**src/rtl/prime_seq_ctrl.sv**
```systemverilog
// +--------------------------------------------------------------------------+
// | prime_seq_ctrl : trial-division primality sequencer (go/busy/done)       |
// | Revision 1.0                                                             |
// +--------------------------------------------------------------------------+
`default_nettype none

module prime_seq_ctrl #(
  parameter int WIDTH = 16,
  parameter int CNT_W = 32
) (
  input  logic             clk,
  input  logic             rst,
  input  logic             go,
  input  logic [WIDTH-1:0] n,
  output logic             busy,
  output logic             done,
  output logic             is_prime,
  output logic [1:0]       alu_sel,
  output logic [WIDTH-1:0] divisor,
  output logic [CNT_W-1:0] cyc_cnt
);

  typedef enum logic [2:0] {
    ST_IDLE  = 3'd0,
    ST_CHECK = 3'd1,
    ST_LOAD  = 3'd2,
    ST_SUB   = 3'd3,
    ST_TEST  = 3'd4,
    ST_DONE  = 3'd5
  } state_e;

  localparam logic [1:0]       C_OP_TRANSMIT = 2'b00;
  localparam logic [1:0]       C_OP_ZERO     = 2'b01;
  localparam logic [1:0]       C_OP_SUB      = 2'b10;
  localparam logic [1:0]       C_OP_INC      = 2'b11;
  localparam logic [WIDTH-1:0] C_TWO         = WIDTH'(2);
  localparam logic [CNT_W-1:0] C_CNT_MAX     = '1;

  state_e           state_q,    state_d;
  logic [WIDTH-1:0] n_reg_q,    n_reg_d;
  logic [WIDTH-1:0] div_reg_q,  div_reg_d;
  logic [WIDTH-1:0] rem_reg_q,  rem_reg_d;
  logic             is_prime_q, is_prime_d;
  logic [CNT_W-1:0] cyc_cnt_q,  cyc_cnt_d;
  logic             busy_q,     busy_d;
  logic             done_q,     done_d;
  logic [1:0]       alu_sel_q,  alu_sel_d;

  // Next state and datapath updates; outputs are registered from the next state
  always_comb begin
    state_d    = state_q;
    n_reg_d    = n_reg_q;
    div_reg_d  = div_reg_q;
    rem_reg_d  = rem_reg_q;
    is_prime_d = is_prime_q;
    cyc_cnt_d  = cyc_cnt_q;

    if (state_q != ST_IDLE && cyc_cnt_q != C_CNT_MAX) begin
      cyc_cnt_d = cyc_cnt_q + CNT_W'(1);
    end

    case (state_q)
      ST_IDLE: begin
        if (go) begin
          n_reg_d   = n;
          cyc_cnt_d = '0;
          state_d   = ST_CHECK;
        end
      end
      ST_CHECK: begin
        if (n_reg_q < C_TWO) begin
          is_prime_d = 1'b0;
          state_d    = ST_DONE;
        end else begin
          div_reg_d = C_TWO;
          state_d   = ST_LOAD;
        end
      end
      ST_LOAD: begin
        if (div_reg_q == n_reg_q) begin
          is_prime_d = 1'b1;
          state_d    = ST_DONE;
        end else begin
          rem_reg_d = n_reg_q;
          state_d   = ST_SUB;
        end
      end
      ST_SUB: begin
        if (rem_reg_q >= div_reg_q) begin
          rem_reg_d = rem_reg_q - div_reg_q;
        end else begin
          state_d = ST_TEST;
        end
      end
      ST_TEST: begin
        if (rem_reg_q == '0) begin
          is_prime_d = 1'b0;
          state_d    = ST_DONE;
        end else begin
          div_reg_d = div_reg_q + WIDTH'(1);
          state_d   = ST_LOAD;
        end
      end
      ST_DONE: begin
        state_d = ST_IDLE;
      end
      default: begin
        state_d = ST_IDLE;
      end
    endcase

    busy_d = (state_d != ST_IDLE);
    done_d = (state_d == ST_DONE);
    case (state_d)
      ST_CHECK: alu_sel_d = C_OP_ZERO;
      ST_SUB:   alu_sel_d = C_OP_SUB;
      ST_TEST:  alu_sel_d = C_OP_INC;
      default:  alu_sel_d = C_OP_TRANSMIT;
    endcase
  end

  always_ff @(posedge clk) begin
    if (!rst) begin
      state_q    <= ST_IDLE;
      n_reg_q    <= '0;
      div_reg_q  <= '0;
      rem_reg_q  <= '0;
      is_prime_q <= 1'b0;
      cyc_cnt_q  <= '0;
      busy_q     <= 1'b0;
      done_q     <= 1'b0;
      alu_sel_q  <= C_OP_TRANSMIT;
    end else begin
      state_q    <= state_d;
      n_reg_q    <= n_reg_d;
      div_reg_q  <= div_reg_d;
      rem_reg_q  <= rem_reg_d;
      is_prime_q <= is_prime_d;
      cyc_cnt_q  <= cyc_cnt_d;
      busy_q     <= busy_d;
      done_q     <= done_d;
      alu_sel_q  <= alu_sel_d;
    end
  end

  assign busy     = busy_q;
  assign done     = done_q;
  assign is_prime = is_prime_q;
  assign alu_sel  = alu_sel_q;
  assign divisor  = div_reg_q;
  assign cyc_cnt  = cyc_cnt_q;

endmodule

`default_nettype wire

```
**config.mk**
```make
export PLATFORM = sky130hd
export DESIGN_NAME = prime_seq_ctrl
export DESIGN_NICKNAME = d
export VERILOG_FILES = /design/src/rtl/prime_seq_ctrl.sv
export SDC_FILE = /design/constraint.sdc
export NUM_CORES = 1
export LEC_CHECK = 0
export CORE_ASPECT_RATIO = 1.75
export CORE_UTILIZATION = 49
export CTS_BUF_LIST = sky130_fd_sc_hd__clkbuf_16
export CTS_CLUSTER_DIAMETER = 40
export CTS_CLUSTER_SIZE = 16
export DETAILED_ROUTE_END_ITERATION = 10
export PLACE_DENSITY = 0.76
export SETUP_SLACK_MARGIN = 0.3
export SLEW_MARGIN = 20
export SYNTH_ARGS = -nofsm -noshare
export SYNTH_HDL_FRONTEND = slang
export SYNTH_SLANG_ARGS = --single-unit
```
**constraint.sdc**
```tcl
create_clock -name clk -period 2.75 [get_ports clk]
set_input_delay 0.275 -clock clk [delete_from_list [all_inputs] [get_ports clk]]
set_output_delay 0.275 -clock clk [all_outputs]
set_load 0.005 [all_outputs]
```
==> results.toml, run 1 <==
[placed_design]
gp_congestion = 0.943
place_inst = 790
dp_hpwl_um = 10200
port_buffers = 71
place_ws_ns = 0.00190

[clock_network]
cts_root_buf = "clkbuf_16"
cts_max_level = 3
cts_tree = "built"
clk_pin_slew_ns = 0.06
cts_buffer_depth = 2
cts_buffers = 9
cts_hold_buf = 0
clk_latency_ns = 0.34
cts.sinks = 88

[critical_path]
arrival_ns = 3.01
rrSetupSlack_ns = -0.02
worstPathRequired_ns = 2.99
worst_setup_path_start_kind = "flop"
cp_max_fo = 5
critPathKind = "reg -> reg"
cp-end-kind = "flop"

[synth]
yosysMostFrequentCell = "dfxtp_1"
synth-async-reset-ratio = 0
synthFlopType = "dfxtp_1"
synth_top_area_frac = 0.373
synthCells = 587
ys_ff_latch = 88
netlist_area_um2 = 4730
synthTopCellsByCount = "dfxtp_1, nand2_1, nor2_1"
yosys.cell_types.count = 51
yosys.area.top_type = "dfxtp_1"
syn_nets = 625
ys_warn_count = 0
synth_seq_area_share = 0.373
syn_area_per_cell_um2 = 8.05
synth.area.top_cells = "dfxtp_1, xor2_1, nand2_1"
synth_edf_count = 0

[hold_path]
hold_path_class = "reg -> reg"

[global_route]
first_global_vias = 4900
antenna_found_initial = 0
grt.total_usage = 0.293
grt_pass1_wl_um = 23400
grt_max_degree = 34
grt_overflow_total = 0

[route]
routed_wl_um = 14900
final_antenna_net_count = 0
vias = 4884
first_iter_violations = 431
drc_errors = 0
wl_per_cell_um = 18.0
drtPass1Iterations = 5
avgViaCountPerCell = 5.91

[die]
initial_core_util = 0.502
die_h_um = 132
die_area_um2 = 10100
dieWidth_um = 76.2
coreArea_um2 = 9410
ios = 72
num_rows = 47

[timing]
fin_setup_tns_ns = -0.0242
fin_ws_ns = -0.0242
tightest_slew_ns = 0.753
period_share = 1.01
finalClockSkew_ns = 0.00430
fmax_ghz = 0.360
period_needed_ns = 2.77
rsz0062_at_grt = "yes"
setup_violations = 1
hold_viol = 0
maxSlewHeadroom = 0.494
final-max-slew-violation-count = 0

[power_and_ir_drop]
p_per_area_nw_per_um2 = 1010
peakVddDrop_uv = 452
cellLeakagePower_nw = 2.53

[layout]
stdcell_count = 827
drive_above_1_share = 0.179
fin_nets = 738
num-fill-cells = 729
diodes = 0
area_growth_syn_to_layout_pct = 37.0

[outcome]
status = "finished, violations left"
violations = "negative setup slack"

[job]
drv_cap = 0
## critical path, stage by stage (launching register included)
cell,delay [ns]
dfxtp_4,0.36
inv_4,0.04
ha_4,0.23
a21o_1,0.19
a22o_1,0.20
or3_1,0.34
o221a_4,0.24
o311a_4,0.32
o21a_4,0.24
buf_12,0.15
buf_16,0.13
a211oi_1,0.23
## logic make-up after synthesis
kind of cell | Yosys count | synth area share
adders and majority gates | 19 | 0.0519
AOI/OAI and AO/OA | 103 | 0.138
DFF | 88 | 0.373
xor gates and xnor gates | 63 | 0.117
and+or+nand+nor | 266 | 0.276
muxes | 4 | 0.00847
buffers and inverters | 44 | 0.0357
## timing repair
item | in CTS | in global routing
pin swaps | 6 | 16
gates cloned | 3 | 0
hold endpoints to repair | 0 | 0
buffers inserted | 8 | 10
gates resized for setup | 38 | 24
setup endpoints to repair | 24 | 29
## final cells by class
type	instances	area, µm²	area share
clock buffer	9	225	0.0348
clock inverter	7	37.5	0.00580
inverter	25	96.3	0.0149
multi-input combinational	455	3020	0.466
sequential	88	1780	0.275
tap	122	153	0.0236
timing repair buffer	121	1160	0.180
## state kept, by name, indices dropped and copies added, names as in the netlist
name / count
state_q: 3
is_prime: 1
rem_reg_q: 16
n_reg_q: 16
done: 1
alu_sel: 2
busy: 1
cyc_cnt: 32
divisor: 16
## path summary, 6_finish.rpt
| kind | to | depth (start not counted) | startpoint |
|---|---|---|---|
| setup reg to reg | rem_reg_q[3] | 11 | divisor[5] |
| setup / recovery | rem_reg_q[3] | 11 | divisor[5] |
| hold reg to reg | is_prime | 2 | is_prime |
| hold / removal | is_prime | 2 | is_prime |
## power by group
part	internal [mW]	switching, mW
combinational	1.78	1.95
sequential	1.46	0.214
clock	0.603	0.496
total	3.85	2.66
## placed cells by master (no fill, tap or decap), drive strengths merged, types with 19 or more instances in the layout
master         instances
dfxtp                 88
nand2                 81
a21oi                 36
nand4                 21
o21ai                 25
xor2                  41
clkdlybuf4s50         71
nand3                 19
nor2                  67
buf                   50
inv                   27
xnor2                 22
## routing by layer
| metal | up-vias | routed length [µm] | GRT usage | part of all wire |
|---|---|---|---|---|
| met5 | - | 0 | 0 | 0 |
| met4 | 0 | 820 | 0.201 | 0.055 |
| met3 | 80 | 897 | 0.0581 | 0.060 |
| met2 | 240 | 7820 | 0.546 | 0.53 |
| met1 | 2285 | 5340 | 0.283 | 0.36 |
| li1 | 2279 | - | - | - |
## metrics by stage
stage	util	instance area, µm²	total power [mW]	hold slack, ns
finish	0.688	6470	6.51	0.461
global placement	0.616	5790	4.29	0.451
floorplan	-	4790	3.59	0.411
detailed placement	0.616	5790	4.37	0.458
global route	0.688	6470	6.83	0.487
CTS	0.670	6310	5.99	0.466
Power figures use the tool's default switching activity.
==> run 2: changes to the inputs <==
Settings changed: CAP_MARGIN set to 15.
==> results of run 2 <==
Final layout, timing and power as in run 1 (identical DEF).
